==> src/rtl/hdmi_pkg.sv <==
// Shared HDMI/DVI transmit constants and the TMDS control-token lookup.
package hdmi_pkg;

   localparam int TMDS_WIDTH  = 10;
   localparam int PIXEL_WIDTH = 8;

   localparam logic [TMDS_WIDTH-1:0] TMDS_CTRL_00 = 10'b1101010100;
   localparam logic [TMDS_WIDTH-1:0] TMDS_CTRL_01 = 10'b0010101011;
   localparam logic [TMDS_WIDTH-1:0] TMDS_CTRL_10 = 10'b0101010100;
   localparam logic [TMDS_WIDTH-1:0] TMDS_CTRL_11 = 10'b1010101011;

   // Control token for {c1,c0} during blanking.
   function automatic logic [TMDS_WIDTH-1:0] tmds_ctrl_token(input logic [1:0] ctrl);
      logic [TMDS_WIDTH-1:0] tok;
      case (ctrl)
         2'b00:   tok = TMDS_CTRL_00;
         2'b01:   tok = TMDS_CTRL_01;
         2'b10:   tok = TMDS_CTRL_10;
         default: tok = TMDS_CTRL_11;
      endcase
      return tok;
   endfunction

endpackage

==> src/rtl/tmds_popcount8.sv <==
// Combinational ones count of an 8-bit word.
module tmds_popcount8 (
   input  logic [7:0] bits,
   output logic [3:0] ones
);

   // Sum the set bits.
   always_comb begin
      ones = '0;
      for (int i = 0; i < 8; i++) begin
         ones = ones + 4'(bits[i]);
      end
   end

endmodule

==> src/rtl/tmds_encoder.sv <==
// TMDS 8b/10b encoder for one channel. Stage 1 forms the transition-minimised
// word q_m, a holding stage aligns it for a two-cycle latency, and the final
// stage applies DC balancing against the running disparity or emits a control token.
module tmds_encoder
   import hdmi_pkg::*;
#(
   parameter int DATA_WIDTH = PIXEL_WIDTH
) (
   input  logic                  clk,
   input  logic                  rst_n,
   input  logic                  de,
   input  logic [DATA_WIDTH-1:0] data_in,
   input  logic                  c0,
   input  logic                  c1,
   output logic [TMDS_WIDTH-1:0] tmds_out
);

   logic [3:0]            ones_d;
   logic                  use_xnor;
   logic [8:0]            q_m_c;

   logic                  de_s1;
   logic [1:0]            ctrl_s1;
   logic [8:0]            q_m_s1;

   logic                  de_s2;
   logic [1:0]            ctrl_s2;
   logic [8:0]            q_m_s2;

   logic [3:0]            n1;
   logic signed [4:0]     n1_s;
   logic signed [4:0]     n0_s;
   logic signed [4:0]     diff;
   logic signed [4:0]     cnt;
   logic signed [4:0]     cnt_nxt;
   logic [TMDS_WIDTH-1:0] out_nxt;

   tmds_popcount8 u_pop_data (
      .bits (data_in),
      .ones (ones_d)
   );

   // Choose XOR or XNOR chaining so the data word has the fewest transitions.
   always_comb begin
      use_xnor = (ones_d > 4'd4) || ((ones_d == 4'd4) && !data_in[0]);
      q_m_c    = '0;
      q_m_c[0] = data_in[0];
      for (int i = 1; i < 8; i++) begin
         q_m_c[i] = use_xnor ? ~(q_m_c[i-1] ^ data_in[i]) : (q_m_c[i-1] ^ data_in[i]);
      end
      q_m_c[8] = ~use_xnor;
   end

   // Stage 1 register: transition-minimised word plus control/enable.
   always_ff @(posedge clk or negedge rst_n) begin
      if (!rst_n) begin
         de_s1   <= 1'b0;
         ctrl_s1 <= 2'b00;
         q_m_s1  <= '0;
      end else begin
         de_s1   <= de;
         ctrl_s1 <= {c1, c0};
         q_m_s1  <= q_m_c;
      end
   end

   // Holding register so a character sampled at edge k leaves after edge k+2.
   always_ff @(posedge clk or negedge rst_n) begin
      if (!rst_n) begin
         de_s2   <= 1'b0;
         ctrl_s2 <= 2'b00;
         q_m_s2  <= '0;
      end else begin
         de_s2   <= de_s1;
         ctrl_s2 <= ctrl_s1;
         q_m_s2  <= q_m_s1;
      end
   end

   tmds_popcount8 u_pop_qm (
      .bits (q_m_s2[7:0]),
      .ones (n1)
   );

   // DC balancing: pick inversion from the running disparity and update it.
   always_comb begin
      n1_s    = signed'({1'b0, n1});
      n0_s    = 5'sd8 - n1_s;
      diff    = n1_s - n0_s;
      cnt_nxt = cnt;
      out_nxt = TMDS_CTRL_00;
      if (!de_s2) begin
         cnt_nxt = 5'sd0;
         out_nxt = tmds_ctrl_token(ctrl_s2);
      end else if ((cnt == 5'sd0) || (n1 == 4'd4)) begin
         out_nxt = {~q_m_s2[8], q_m_s2[8], q_m_s2[8] ? q_m_s2[7:0] : ~q_m_s2[7:0]};
         cnt_nxt = q_m_s2[8] ? (cnt + diff) : (cnt - diff);
      end else if (((cnt > 5'sd0) && (n1 > 4'd4)) || ((cnt < 5'sd0) && (n1 < 4'd4))) begin
         out_nxt = {1'b1, q_m_s2[8], ~q_m_s2[7:0]};
         cnt_nxt = cnt + (q_m_s2[8] ? 5'sd2 : 5'sd0) - diff;
      end else begin
         out_nxt = {1'b0, q_m_s2[8], q_m_s2[7:0]};
         cnt_nxt = cnt + diff - (q_m_s2[8] ? 5'sd0 : 5'sd2);
      end
   end

   // Output character and running disparity register.
   always_ff @(posedge clk or negedge rst_n) begin
      if (!rst_n) begin
         tmds_out <= TMDS_CTRL_00;
         cnt      <= 5'sd0;
      end else begin
         tmds_out <= out_nxt;
         cnt      <= cnt_nxt;
      end
   end

endmodule

==> config.mk <==
export PLATFORM = sky130hd
export DESIGN_NAME = tmds_encoder
export DESIGN_NICKNAME = d
export VERILOG_FILES = /design/src/rtl/hdmi_pkg.sv /design/src/rtl/tmds_popcount8.sv /design/src/rtl/tmds_encoder.sv
export SDC_FILE = /design/constraint.sdc
export NUM_CORES = 1
export LEC_CHECK = 0
export ABC_AREA = 1
export CORE_ASPECT_RATIO = 0.8
export CORE_MARGIN = 2
export CORE_UTILIZATION = 55
export DETAILED_ROUTE_END_ITERATION = 8
export PLACE_DENSITY = 0.77
export RECOVER_POWER = 100
export SLEW_MARGIN = 25
export SYNTH_ARGS = -nofsm -noshare
export SYNTH_HDL_FRONTEND = slang
export SYNTH_SLANG_ARGS = --single-unit
==> constraint.sdc <==
create_clock -name clk -period 7.29 [get_ports clk]
set_clock_uncertainty 0.2 [all_clocks]
set_input_delay 0.729 -clock clk [delete_from_list [all_inputs] [get_ports clk]]
set_output_delay 0.729 -clock clk [all_outputs]
set_load 0.05 [all_outputs]
After elaboration in Yosys (flattened, before gate mapping)
Cells that the tools add are included. Widths: inputs -> output; s select.

Flip-flop bits (word level): 39. Input bits: 13. Word-level logic and storage cells: 82.

$add $sub $neg: 21. Magnitude comparators: 5. Equality and inequality tests: 4. Mux-type cells: 18. Bitwise operators: 17. Reduce and logical (&&, ||, !) cells: 9.

Operators with widths (number): $add 4x1->4 (12); $mux 10 (3); $pmux 10 s3 (1); $mux 5 (4); $sub 5x5->5 (3); $not 1->1 (9); $eq 4x3->1 const B (2); $gt 4x3->1 const B (2); $mux 8 (1); $not 8->8 (1); $mux 1 (7); $xor 1x1->1 (7); $add 5x3->5 (1); $add 5x5->5 (1); $gt 5x1->1 const B (1); $logic_not 5->1 (1); $lt 5x1->1 const B (1); $sub 4x4->5 const A (1); $sub 5x3->5 (1); $add 1x1->2 (2); $lt 4x3->1 const B (1); $mux 2 (2); $logic_and 1x1->1 (3); $logic_or 1x1->1 (3); 4 further kinds (4).

Depth between registers and ports, before layout
Depth after elaboration: 29. Depth in mapped cells: 19. Gate-level depth less buffers: 19.

Cells and area by module
From an unflattened synthesis, not the netlist that was laid out.

Cells, all modules: 297. Area total of the unflattened synthesis: 2543.7 µm².

By module, submodules not included: tmds_encoder (instances 1, cells an instance 239, area each 2140.8 µm²); tmds_popcount8 (instances 2, cells an instance 29, area each 201.4 µm²).

Worst setup path before layout
No wires, ideal clock.

Kind: register to register. Start point: register q_m_s2[0]. End point: register cnt[4]. Data arrival time: 3783 ps. Required time: 6970 ps. Setup slack: 3187 ps. Cell stages (with the launch flop): 17. Path buffers: 0. Path through: dfrtp_1 > ha_1 > inv_1 > fa_1 > fa_1 > fa_1 > fa_1 > inv_1 > ha_1 > inv_1 > ha_1 > a21oi_1 > nor2_1 > o21ai_0 > nand3_1 > nand2_1 > a21oi_1.

Word-level cells in the longest chain between the ends: 14. Elaborated cells between the ends (all ways): 24. Those cells by class: 13 x add/sub; 2 x order compare; 1 x eq/ne; 4 x mux; 4 x reduce/logical.

RTL lines: start: declaration (RTL line tmds_encoder.sv:28) `logic [8:0] q_m_s2;`; start signal: assignment (RTL line tmds_encoder.sv:76) `q_m_s2 <= q_m_s1;`; $add 1x1->2 (*) (RTL line tmds_popcount8.sv:11) `ones = ones + 4'(bits[i]);`; $add 4x1->4 (*) (6 in a row) (RTL line tmds_popcount8.sv:11); $sub 4x4->5 (RTL line tmds_encoder.sv:88) `n0_s = 5'sd8 - n1_s;`; $sub 5x5->5 (RTL line tmds_encoder.sv:89) `diff = n1_s - n0_s;`; $add 5x5->5 (RTL line tmds_encoder.sv:97, tmds_encoder.sv:103); $sub 5x3->5 (RTL line tmds_encoder.sv:103) `cnt_nxt = cnt + diff - (q_m_s2[8] ? 5'sd0 : 5'sd2);`; $mux 5 (RTL line tmds_encoder.sv:98) `end else if (((cnt > 5'sd0) && (n1 > 4'd4)) || ((cnt < 5'sd0) && (n1 < 4'd4))) begin`; $mux 5 (*) (RTL line tmds_encoder.sv:95) `end else if ((cnt == 5'sd0) || (n1 == 4'd4)) begin`; $mux 5 (*) (RTL line tmds_encoder.sv:92) `if (!de_s2) begin`; via cnt_nxt[4] (RTL line tmds_encoder.sv:35) `logic signed [4:0] cnt_nxt;`; end signal: assignment (RTL line tmds_encoder.sv:114) `cnt <= cnt_nxt;`; end: declaration (RTL line tmds_encoder.sv:34) `logic signed [4:0] cnt;`.

Mark *: on every way through the listed nets, which the timed path passes. The rest lies on a longest branch.

Worst setup path after layout
Start point: register q_m_s2[0]. End point: register tmds_out[6].

Word-level cells in the longest chain between the ends: 13. Elaborated cells between the ends (all ways): 17. Those cells by class: 7 x add/sub; 2 x order compare; 1 x eq/ne; 3 x mux; 4 x reduce/logical.

RTL lines: $add 1x1->2 (*) (RTL line tmds_popcount8.sv:11); $add 4x1->4 (*) (6 in a row) (RTL line tmds_popcount8.sv:11); $gt 4x3->1 or $lt 4x3->1 (tied branches) (RTL line tmds_encoder.sv:98); $logic_and 1x1->1 (RTL line tmds_encoder.sv:98); $logic_or 1x1->1 (RTL line tmds_encoder.sv:98); $mux 10 (RTL line tmds_encoder.sv:98); $mux 10 (*) (RTL line tmds_encoder.sv:95); $mux 10 (*) (RTL line tmds_encoder.sv:92); via out_nxt[6] (RTL line tmds_encoder.sv:36) `logic [TMDS_WIDTH-1:0] out_nxt;`; end signal: assignment (RTL line tmds_encoder.sv:113) `tmds_out <= out_nxt;`; end: declaration (RTL line tmds_encoder.sv:15) `output logic [TMDS_WIDTH-1:0] tmds_out`.

Marks and branches as above.

==> metrics <==
final setup TNS 0 ns; Die Footprint 0.005003 mm²; unrepaired setup endpoints after global routing no; area leader, netlist dfrtp_1; number of cell rows 21; detailed-route DRC error count 0; sequential cell area around 960 µm²; Avg WL per Cell ~13 µm; CTS clk-pin slew, worst paths around 0.09 ns; largest net degree at the start of global routing 39; Chip Height 63.67 µm; Worst setup SP type register; CP bufs+invs 2; via count approximately 1800; Final nets ~350; Slew @ Worst Pin 2.006 ns; layout cells sized above 1 under 10%; GP Congestion between 0.9 and 1; Worst EP arrival 4.63 ns; most frequent cell after synthesis nand2_1; Most Crowded Layer GR met2; CP max FO 9; syn_area_per_cell about 8.8 µm²; sequential share of the synthesized area between 30% and 40%; area occupied by multi-input gates 0.001271 mm²; worst hold-check path type register to register; crit-path cells ha_1, inv_1, fa_1, fa_1, fa_1, fa_1, xor2_1, inv_1, ha_1, nand3_1, nand3_2, nand2_1, nand2_2, nand2_1, nand2_1, nand3_1, nand2_1; worst skew pair latency 0.30 ns; failing checks max-capacitance violations, max-slew violations; initial antenna violation count 0; CTS H-tree depth 2; CTS tree built; grt total ovfl 0; vias in the first global route 1756; final setup vio count 0; clk sinks 38; final worst-path cycle share between 60% and 70%; Critical Path Slowest Stage Cell fa_1; # hold bufs at CTS 0; Synthesized Nets approximately 330; I/O pins 23; area share of the largest cell type after synthesis 33.74%; largest cells by area after synthesis dfrtp_1 (34%), nand2_1 (13%), ha_1 (12%); EDFF count, synth 0; post-DP HPWL 3.556 mm; Fin. Hold Viols 0; grt met2 use between 30% and 40%; Max-Slew Margin vs Limit -33.72%; Slowest Stage Delay on Critical Path just under 0.5 ns; Slew Viols, Final 39; CP Data Required Time between 7 and 8 ns; post-synthesis cell count 277; max-cap violations 1; Seq cells post-synth 38; CTS Buffer Depth 2; post-CTS resize count 0; R2R depth 17; outcome finished with violations; clk root buf clkbuf_8; crit end category register; Ys Warns 0; Die X roughly 79 µm; First-pass DRT Iterations 5; ant diodes 0; grt met1 use ~28%; minimum clock period around 4.6 ns; all-layer global routing usage about a fifth; Starting Density about 58%; routed vias/inst around 5; Num CTS Buffers 5; top cells by count, synth nand2_1 (82), inv_1 (44), dfrtp_1 (33), ha_1 (24), nand3_1 (23); Place WS 2.698 ns; Largest delay share family, worst path adder cells; Post-DRT Antenna Nets 0; 1st-iter DRT viols about 160; Setup Crit Path Kind register to register; IO Port Bufs 22; fillers 330; post-synth cell types 24; worst setup margin between 2 and 3 ns; Synth Flop Type dfrtp_1; total core area roughly 0.0042 mm²; first-pass GRT wire length 8.004 mm; Area Growth Syn to Fin 16.36%; fmax about 0.22 GHz; Setup Buffers After CTS 0; GR Layer Usage met3 roughly 4%; ys async rst share between 90% and 100%; worst hold path stage count 0; drt total wl between 4 and 5 mm; synthesized cell area ~0.0024 mm²; WP depth 17
[per-stage QoR]
stage	instances	hold WS, ns	utilization, %	area, µm²
3_3_place_gp	355	0.1317	64.51	2729
4_1_cts	363	0.1494	67.76	2867
3_5_place_dp	355	0.1347	64.51	2729
6_report	363	0.1440	67.32	2848
5_1_grt	363	0.1582	67.32	2848
2_1_floorplan	277	0.1312	-	2447
[kinds of logic (layout without fill, tap and decap cells)]
group,count (synthesis),in the layout,synth area share (%)
xor gates and xnor gates,10,10,3.886
adders and majority gates,36,36,22.09
buffers and inverters,52,81,8.231
AOI/OAI and AO/OA,20,20,5.112
and+or+nand+nor,121,121,21.57
DFF,38,38,39.11
[registers in the layout, indices dropped and copies added, names as in the netlist]
signal    count
q_m_s2        9
de_s2         1
cnt           4
ctrl_s1       2
tmds_out     10
ctrl_s2       2
q_m_s1        9
de_s1         1
[cells in the final DEF, fill, tap and decap left out, types with 2 or more instances in the layout]
| master | n |
|---|---|
| xnor2_1 | 2 |
| o21ai_4 | 2 |
| o21ai_0 | 8 |
| bufinv_16 | 2 |
| nand2_2 | 3 |
| nor2_1 | 8 |
| nand2_1 | 85 |
| fa_1 | 12 |
| clkbuf_8 | 5 |
| dfstp_2 | 5 |
| inv_2 | 2 |
| nand3_1 | 23 |
| clkdlybuf4s50_1 | 7 |
| dlygate4sd3_1 | 14 |
| clkinv_2 | 2 |
| a21oi_1 | 6 |
| ha_1 | 24 |
| o21ai_1 | 3 |
| dfrtp_1 | 33 |
| inv_1 | 45 |
| xor2_1 | 7 |
[final timing paths]
path / start / to / slack, ns
worst min-delay path: q_m_s1[0] / q_m_s2[0] / 0.14
max in group asynchronous: rst_n / q_m_s1[1] / 4.94
worst max-delay path: q_m_s2[0] / tmds_out[6] / 2.67
worst min register to register: q_m_s1[0] / q_m_s2[0] / 0.14
min in group asynchronous: rst_n / cnt[2] / 0.80
worst max register to register: q_m_s2[0] / tmds_out[6] / 2.67
[cell type report]
type	instances	area share [%]
Multi-Input combinational cell	187	44.64
Sequential cell	38	33.61
Timing Repair Buffer	22	7.513
Inverter	51	6.898
Tap cell	57	2.504
Clock buffer	5	2.417
Clock inverter	3	2.417
[layer usage]
| metal | part of all wire (%) | vias to the layer above |
|---|---|---|
| li1 | - | 902 |
| met1 | 44 | 826 |
| met2 | 47 | 68 |
| met3 | 6.8 | 8 |
| met4 | 1.7 | 0 |
| met5 | 0 | - |
Power is not shown: default switching activity piles up to over one toggle a cycle in this logic, so the estimate is an artifact.
